## config.mk

```make
export PLATFORM = sky130hd
export DESIGN_NAME = spi_jtag_framer_flat
export DESIGN_NICKNAME = d
export VERILOG_FILES = /design/src/rtl/spi_jtag_pkg.sv /design/src/rtl/spi_jtag_framer_if.sv /design/src/rtl/spi_jtag_framer.sv /design/src/flat_wrapper.sv
export SDC_FILE = /design/constraint.sdc
export NUM_CORES = 1
export LEC_CHECK = 0
export BUFFER_PORTS_ARGS = -buffer_cell sky130_fd_sc_hd__clkbuf_2
export CAP_MARGIN = 10
export CORE_MARGIN = 5
export CORE_UTILIZATION = 40
export CTS_CLUSTER_SIZE = 10
export DETAILED_ROUTE_END_ITERATION = 16
export SYNTH_ARGS = -nofsm -noshare
export SYNTH_HDL_FRONTEND = slang
export SYNTH_SLANG_ARGS = --single-unit
```

## constraint.sdc

```tcl
create_clock -name clk -period 2.56 [get_ports clk]
set_clock_uncertainty 0.2 [all_clocks]
set_input_delay 0.128 -clock clk [delete_from_list [all_inputs] [get_ports clk]]
set_output_delay 0.128 -clock clk [all_outputs]
set_load 0.005 [all_outputs]
```

## src/rtl/spi_jtag_pkg.sv

```systemverilog
// spi_jtag_pkg: shared state encoding and default widths for the JTAG-to-SPI framer
package spi_jtag_pkg;
  localparam int HDR_W = 16;
  localparam int LEN_W = 13;
  localparam int LEN_STREAM = 0;
  typedef enum logic [1:0] {IDLE, HEADER, XFER, DONE} state_t;
endpackage

```

## src/rtl/spi_jtag_framer_if.sv

```systemverilog
// spi_jtag_framer_if: BSCAN user-chain controls plus SPI flash pins
//   sel/capture/shift/update/tdi/tdo : TAP side
//   csn/sck_en/sdi_dq0/sdo_dq1/wpn_dq2/hldn_dq3 : flash side
//   busy : framer in HEADER or XFER
interface spi_jtag_framer_if;
  logic sel, capture, shift, update, tdi, tdo;
  logic csn, sck_en, sdi_dq0, sdo_dq1, wpn_dq2, hldn_dq3, busy;
  modport slave (
    input  sel, capture, shift, update, tdi, sdo_dq1,
    output tdo, csn, sck_en, sdi_dq0, wpn_dq2, hldn_dq3, busy
  );
  modport master (
    output sel, capture, shift, update, tdi, sdo_dq1,
    input  tdo, csn, sck_en, sdi_dq0, wpn_dq2, hldn_dq3, busy
  );
endinterface

```

## src/rtl/spi_jtag_framer.sv

```systemverilog
// spi_jtag_framer: length-framed JTAG DR scan to SPI flash bridge
//   clk    : DRCK, all logic on posedge
//   rst    : asynchronous active-high reset
//   io_bus : TAP controls in, flash pins out (slave modport)
// A 16-bit LSB-first header carries the payload length; exactly that many
// SPI clocks follow with CS low, then CS releases so pad bits never reach the flash.
module spi_jtag_framer #(
  parameter int HDR_W = spi_jtag_pkg::HDR_W,
  parameter int LEN_W = spi_jtag_pkg::LEN_W
) (
  input logic clk,
  input logic rst,
  spi_jtag_framer_if.slave io_bus
);
  import spi_jtag_pkg::*;
  localparam int CNT_W = $clog2(HDR_W);
  state_t r_state, w_state_nx;
  logic [CNT_W-1:0] r_cnt, w_cnt_nx;
  logic [HDR_W-1:0] r_hdr, w_hdr_nx;
  logic [LEN_W-1:0] r_rem, w_rem_nx;
  logic r_stream, w_stream_nx, r_csn, w_csn_nx, r_sck_en, w_sck_en_nx;
  logic r_sdi, w_sdi_nx, r_tdo, w_tdo_nx, r_busy;
  logic w_cap, w_upd, w_shf, w_last_hdr, w_last_bit;
  assign w_cap = io_bus.capture & io_bus.sel;
  assign w_upd = io_bus.update & io_bus.sel;
  assign w_shf = io_bus.shift & io_bus.sel;
  always_ff @(posedge clk or posedge rst) begin
    if (rst) begin
      r_state  <= IDLE;
      r_cnt    <= '0;
      r_hdr    <= '0;
      r_rem    <= '0;
      r_stream <= 1'b0;
      r_csn    <= 1'b1;
      r_sck_en <= 1'b0;
      r_sdi    <= 1'b0;
      r_tdo    <= 1'b0;
      r_busy   <= 1'b0;
    end else begin
      r_state  <= w_state_nx;
      r_cnt    <= w_cnt_nx;
      r_hdr    <= w_hdr_nx;
      r_rem    <= w_rem_nx;
      r_stream <= w_stream_nx;
      r_csn    <= w_csn_nx;
      r_sck_en <= w_sck_en_nx;
      r_sdi    <= w_sdi_nx;
      r_tdo    <= w_tdo_nx;
      r_busy   <= (w_state_nx == HEADER) || (w_state_nx == XFER);
    end
  end
  // Abort (update) outranks restart (capture), which outranks shifting.
  always_comb begin
    w_state_nx  = r_state;
    w_cnt_nx    = r_cnt;
    w_hdr_nx    = r_hdr;
    w_rem_nx    = r_rem;
    w_stream_nx = r_stream;
    w_sdi_nx    = r_sdi;
    w_last_hdr  = (r_state == HEADER) && w_shf && (r_cnt == CNT_W'(HDR_W - 1));
    w_last_bit  = (r_state == XFER) && w_shf && !r_stream && (r_rem == LEN_W'(1));
    if (w_upd) w_state_nx = IDLE;
    else if (w_cap) begin
      w_state_nx = HEADER;
      w_cnt_nx   = '0;
      w_hdr_nx   = '0;
    end else if (w_shf && r_state == HEADER) begin
      w_hdr_nx[r_cnt] = io_bus.tdi;
      w_cnt_nx        = r_cnt + CNT_W'(1);
      if (w_last_hdr) begin
        w_state_nx  = XFER;
        w_rem_nx    = w_hdr_nx[LEN_W-1:0];
        w_stream_nx = w_hdr_nx[LEN_W-1:0] == LEN_W'(LEN_STREAM);
      end
    end else if (w_shf && r_state == XFER) begin
      w_sdi_nx = io_bus.tdi;
      if (w_last_bit) w_state_nx = DONE;
      else if (!r_stream) w_rem_nx = r_rem - LEN_W'(1);
    end
    w_sck_en_nx = (r_state == XFER) && w_shf && !w_upd && !w_cap;
    // CS stays low through the last payload bit's clock and releases one edge later.
    w_csn_nx = !((w_state_nx == XFER) || (r_state == XFER && w_state_nx == DONE));
    w_tdo_nx = (r_state != XFER) ? 1'b0 : w_shf ? io_bus.sdo_dq1 : r_tdo;
  end
  assign io_bus.tdo      = r_tdo;
  assign io_bus.csn      = r_csn;
  assign io_bus.sck_en   = r_sck_en;
  assign io_bus.sdi_dq0  = r_sdi;
  assign io_bus.busy     = r_busy;
  assign io_bus.wpn_dq2  = 1'b1;
  assign io_bus.hldn_dq3 = 1'b1;
endmodule

```

## src/flat_wrapper.sv

```systemverilog
// flat-port wrapper written by rule: the top's interface ports become plain ports
module spi_jtag_framer_flat import spi_jtag_pkg::*;
#(
  parameter int HDR_W = spi_jtag_pkg::HDR_W,
  parameter int LEN_W = spi_jtag_pkg::LEN_W
)
  (clk, rst, io_bus_sel, io_bus_capture, io_bus_shift, io_bus_update, io_bus_tdi, io_bus_sdo_dq1, io_bus_tdo, io_bus_csn, io_bus_sck_en, io_bus_sdi_dq0, io_bus_wpn_dq2, io_bus_hldn_dq3, io_bus_busy);
  spi_jtag_framer_if io_bus_i ();
  input logic clk;
  input logic rst;
  input wire logic [$bits(io_bus_i.sel)-1:0] io_bus_sel;
  input wire logic [$bits(io_bus_i.capture)-1:0] io_bus_capture;
  input wire logic [$bits(io_bus_i.shift)-1:0] io_bus_shift;
  input wire logic [$bits(io_bus_i.update)-1:0] io_bus_update;
  input wire logic [$bits(io_bus_i.tdi)-1:0] io_bus_tdi;
  input wire logic [$bits(io_bus_i.sdo_dq1)-1:0] io_bus_sdo_dq1;
  output wire logic [$bits(io_bus_i.tdo)-1:0] io_bus_tdo;
  output wire logic [$bits(io_bus_i.csn)-1:0] io_bus_csn;
  output wire logic [$bits(io_bus_i.sck_en)-1:0] io_bus_sck_en;
  output wire logic [$bits(io_bus_i.sdi_dq0)-1:0] io_bus_sdi_dq0;
  output wire logic [$bits(io_bus_i.wpn_dq2)-1:0] io_bus_wpn_dq2;
  output wire logic [$bits(io_bus_i.hldn_dq3)-1:0] io_bus_hldn_dq3;
  output wire logic [$bits(io_bus_i.busy)-1:0] io_bus_busy;
  assign io_bus_i.sel = io_bus_sel;
  assign io_bus_i.capture = io_bus_capture;
  assign io_bus_i.shift = io_bus_shift;
  assign io_bus_i.update = io_bus_update;
  assign io_bus_i.tdi = io_bus_tdi;
  assign io_bus_i.sdo_dq1 = io_bus_sdo_dq1;
  assign io_bus_tdo = io_bus_i.tdo;
  assign io_bus_csn = io_bus_i.csn;
  assign io_bus_sck_en = io_bus_i.sck_en;
  assign io_bus_sdi_dq0 = io_bus_i.sdi_dq0;
  assign io_bus_wpn_dq2 = io_bus_i.wpn_dq2;
  assign io_bus_hldn_dq3 = io_bus_i.hldn_dq3;
  assign io_bus_busy = io_bus_i.busy;
  spi_jtag_framer #(.HDR_W(HDR_W), .LEN_W(LEN_W)) u_core (.clk(clk), .rst(rst), .io_bus(io_bus_i));
endmodule
```

Word level (Yosys, flattened, before mapping):

Index checks and enable logic that the tools add are counted.

* register bits: 41
* latch bits: 0
* memory bits (writable): 0
* ROM bits: 0
* bits of input ports: 8
* logic and storage cells: 74
* memories kept: 0

* $add $sub $neg: 2
* multipliers: 0
* div/mod/pow operators: 0
* order comparisons: 2
* equal/unequal tests: 11
* shift operators: 0
* mux-type cells: 20
* bitwise operators: 6
* reductions and logical operators: 23

Operators with widths (count)
* 2-to-1 mux 13 bit: 5
* 2-to-1 mux 16 bit: 2
* bitwise mux 16 bit: 1
* equality test 13 x 1 -> 1 bit (second input constant): 1
* zero test 13 bit: 1
* subtractor 13 x 1 -> 13 bit (second input constant): 1
* 2-to-1 mux 2 bit: 6
* logical AND 1 bit: 9
* 2-to-1 mux 4 bit: 2
* AND reduction 4 bit: 2
* equality test 2 bit (second input constant): 3
* inequality test 2 bit (second input constant): 3
* AND reduction 6 bit: 1
* nonzero test 2 bit: 3
* less-than comparator 4 x 5 -> 1 bit (second input constant): 1
* adder 4 x 1 -> 4 bit (second input constant): 1
* demux 1 bit (select 4 bit): 1
* equality test 2 x 1 -> 1 bit (second input constant): 2
* equality test 4 bit (second input constant): 1
* >= comparator 4 x 1 -> 1 bit (second input constant): 1
* zero test 1 bit: 4
* AND 1 bit: 3
* 2-to-1 mux 1 bit: 3
* inverter 1 bit: 3
* 3 further kinds: 4

Longest topological paths before layout:

* depth in word-level cells: 13
* gate-level depth with buffers: 9

Worst setup path before layout:

Ideal clock, no wire load.

* path kind: reg-to-reg
* start: register u_core.r_cnt[1]
* end: register u_core.r_stream
* setup time: 95 ps
* arrival: 1806 ps
* required time: 2265 ps
* setup slack: 459 ps
* stages on the path, launching flop included: 8
* path buffers: 0
* cell sequence: dfrtp_1 -> inv_1 -> ha_1 -> nor3b_1 -> mux2i_1 -> nand3_1 -> or4_1 -> o31ai_1

* cells in the longest elaborated chain, start to end: 6

RTL lines
* start: declaration: RTL line spi_jtag_framer.sv:18 `logic [CNT_W-1:0] r_cnt, w_cnt_nx;`
* start signal: assignment: RTL line spi_jtag_framer.sv:41 `r_cnt <= w_cnt_nx;`
* less-than comparator 4 x 5 -> 1 bit (implied by the code) or >= comparator 4 x 1 -> 1 bit (tied branches): RTL line spi_jtag_framer.sv:68 `w_hdr_nx[r_cnt] = io_bus.tdi;`
* logical AND 1 bit (implied by the code): RTL line spi_jtag_framer.sv:68
* 2-to-1 mux 1 bit (implied by the code): RTL line spi_jtag_framer.sv:68
* demux 1 bit (select 4 bit)
* bitwise mux 16 bit: RTL line spi_jtag_framer.sv:68
* zero test 13 bit: RTL line spi_jtag_framer.sv:73 `w_stream_nx = w_hdr_nx[LEN_W-1:0] == LEN_W'(LEN_STREAM);`
* end signal: assignment: RTL line spi_jtag_framer.sv:44 `r_stream <= w_stream_nx;`
* end: declaration: RTL line spi_jtag_framer.sv:21 `logic r_stream, w_stream_nx, r_csn, w_csn_nx, r_sck_en, w_sck_en_nx;`

Parallel ways exist; a longest one is shown, timed or not.
A chain may end at the register's enable or synchronous reset.

Worst setup path after layout:

Same ends and word-level chain as after synthesis.

==> results.toml <==
[status]
outcome = "finished clean"

[timing]
period_minus_slack_ns = 2.34
worst_slack_ns = 0.221
tightestPinTransition_ns = 0.515
final-hold-violation-count = 0
fin_hold_ws_ns = 0.0750
setup_violations = 0
rsz0062_at_grt = "false"
drv_slew = 0
tns_ns = 0
period_share_pct = 91.4
relSlewSlack_pct = 65.7
fmax_mhz = 428

[worst_setup_path]
critPathTopFamily = "simple AND/OR/NAND/NOR gates"
criticalPathCategory = "register to register"
worst_ep_arrival_time_ns = 2.34
worstPathCellList = "inv_1 -> ha_1 -> nor3b_1 -> mux2i_1 -> nand3_1 -> or4_1 -> o31ai_1"
worstPathMaxFanout = 5
critPathRequiredTime_ns = 2.56
cp_slowest_cell = "dfrtp_1"
max_stage_delay_ns = 0.43
crit_buf_inv = 1
start_kind = "register"
cp-end-kind = "register"

[drt]
wirelength_um = 5890
firstDrtPassIters = 4
wl_per_cell_um = 15.6
avgViaCountPerCell = 5.49
ant_nets = 0
num_vias = 2068
drt_iter0_drc = 104
drc = 0

[clock_tree]
cts_tree = "built"
clock-sinks = 38
htree_levels = 2
root_buffer = "clkbuf_8"
clkTransAtPathRegs_ns = 0.08
cts_made_buffers = 5
clk_latency_ns = 0.30
clock_path_buffers = 2
postCtsSetupRepairBufs = 0

[synth]
ys_types = 49
ys_warn_count = 0
ys.flop_type = "dfrtp_1"
async_reset_ff_share_pct = 100
postSynthAreaPerCell_um2 = 8.66
ys_seq_area_share_pct = 39.3
synth_seq_cells = 38
synthCells = 280
netlist_area_mm2 = 0.00242
synth_enable_flop_cells = 0

[placement]
gp_congestion = 0.809
dpl_worst_slack_ns = 0.195
io_buffers = 12
dp_hpwl_um = 4160
dp_cells = 364

[grt]
antenna_found_initial = 0
grt_max_degree = 39
grt_pass1_wl_um = 10100
grt_overflow = 0
grtUsageTotal_pct = 16.8
grt_pass1_vias = 2019

[final_layout]
final_cell_mix = "nand2_1, dfrtp_1, o21ai_0"
syn2layout_area_growth_pct = 14.4
diodes = 0
final_common_cell = "nand2_1"
stdcell_count = 377
drive_above_1_share_pct = 12.6
post-route-util_pct = 46.8
num-nets-final = 318

[job]
drv_cap = 0

[floorplan]
die_w_um = 87.8
die_area_mm2 = 0.00772
start_util_pct = 40.9
io_pins = 15
core_mm2 = 0.00592
fp-row-count = 28
die_h_um = 87.8

[pwr]
p_leak_nw = 1.28
ir_drop_uv = 449
powerDensity_mw_per_mm2 = 646

[worst_hold_path]
hold_path_class = "primary input to register"
==> tightest hold or removal path: cells and delay by family <==
kind | cells | cell delay [ns]
buffers and inverters | 1 | 0.17
and+or+nand+nor | 2 | 0.17
AOI/OAI and AO/OA | 1 | 0.06
==> stage by stage <==
stage / power, mW / area (µm²)
global route: 1.92 / 2770
floorplan: 1.10 / 2430
finish: 1.79 / 2770
global placement: 1.24 / 2600
CTS: 1.80 / 2770
detailed placement: 1.25 / 2600
==> cells in the mapped netlist (4+ instances only) <==
cell type / count / share of area [%]
nand4_1: 4 / 1.0
clkbuf_1: 9 / 1.4
nand3_1: 12 / 2.5
nor2b_1: 5 / 1.3
o21ai_0: 29 / 6.0
dfrtp_1: 37 / 38
a21oi_1: 17 / 3.5
nor3_1: 6 / 1.2
nor2_1: 9 / 1.4
nand3b_1: 8 / 2.5
nand2_1: 45 / 7.0
ha_1: 8 / 4.1
buf_2: 6 / 1.2
nand2b_1: 7 / 1.8
mux2i_1: 14 / 5.8
a22o_1: 5 / 1.8
inv_1: 10 / 1.5
==> worst paths after layout <==
path                                 endpoint  cells after the start       startpoint  slack [ns]
min in group asynchronous  u_core.io_bus.busy                      4              rst        0.28
min reg2reg                   u_core.r_hdr[9]                      2  u_core.r_hdr[9]        0.29
max in group asynchronous     u_core.r_cnt[3]                      4              rst        1.51
max                           u_core.r_stream                      7  u_core.r_cnt[1]        0.22
max reg2reg                   u_core.r_stream                      7  u_core.r_cnt[1]        0.22
min                         u_core.io_bus.tdo                      4     io_bus_shift        0.08
==> area by class of cell <==
cell class	count	area [µm²]
repair buffers	32	225
well taps	75	93.8
clock buffers	6	82.6
multi-input cells	215	1350
fillers	595	3150
clock inverters	1	30.0
inverters	10	37.5
flip-flops and latches	38	952
==> report_power, final <==
group	leakage (nW)	total [mW]	internal, mW	switching (mW)
clock	0.0573	0.538	0.312	0.226
combinational	0.718	0.493	0.208	0.285
sequential	0.509	0.761	0.674	0.0871
total	1.28	1.79	1.19	0.598
==> what timing repair did <==
action | in CTS | in global routing
hold endpoints to repair | 41 | 0
gates resized for setup | 0 | 0
hold buffers | 6 | 0
==> registers in the layout, summed over array words and instances (netlist names), 2 cells and up <==
name / count
u_core.r_hdr: 13
u_core.r_rem: 13
u_core.r_cnt: 4
u_core.r_state: 2
==> cells by family after synthesis <==
family | count (synthesis) | share of synthesized area, %
compound gates | 78 | 20.7
fa+ha+maj | 8 | 4.13
buf+inv | 28 | 5.11
flops | 38 | 39.3
mux | 15 | 6.25
other cells | 1 | 0.155
simple gates | 112 | 24.4
==> metal layers <==
layer	track usage [%]	vias up	part of all wire, %
met5	0	-	0
met4	4.60	0	1.0
met3	2.54	5	2.0
met2	25.4	15	45
met1	25.0	1001	52
li1	-	1047	-
Power figures use the tool's default switching activity.
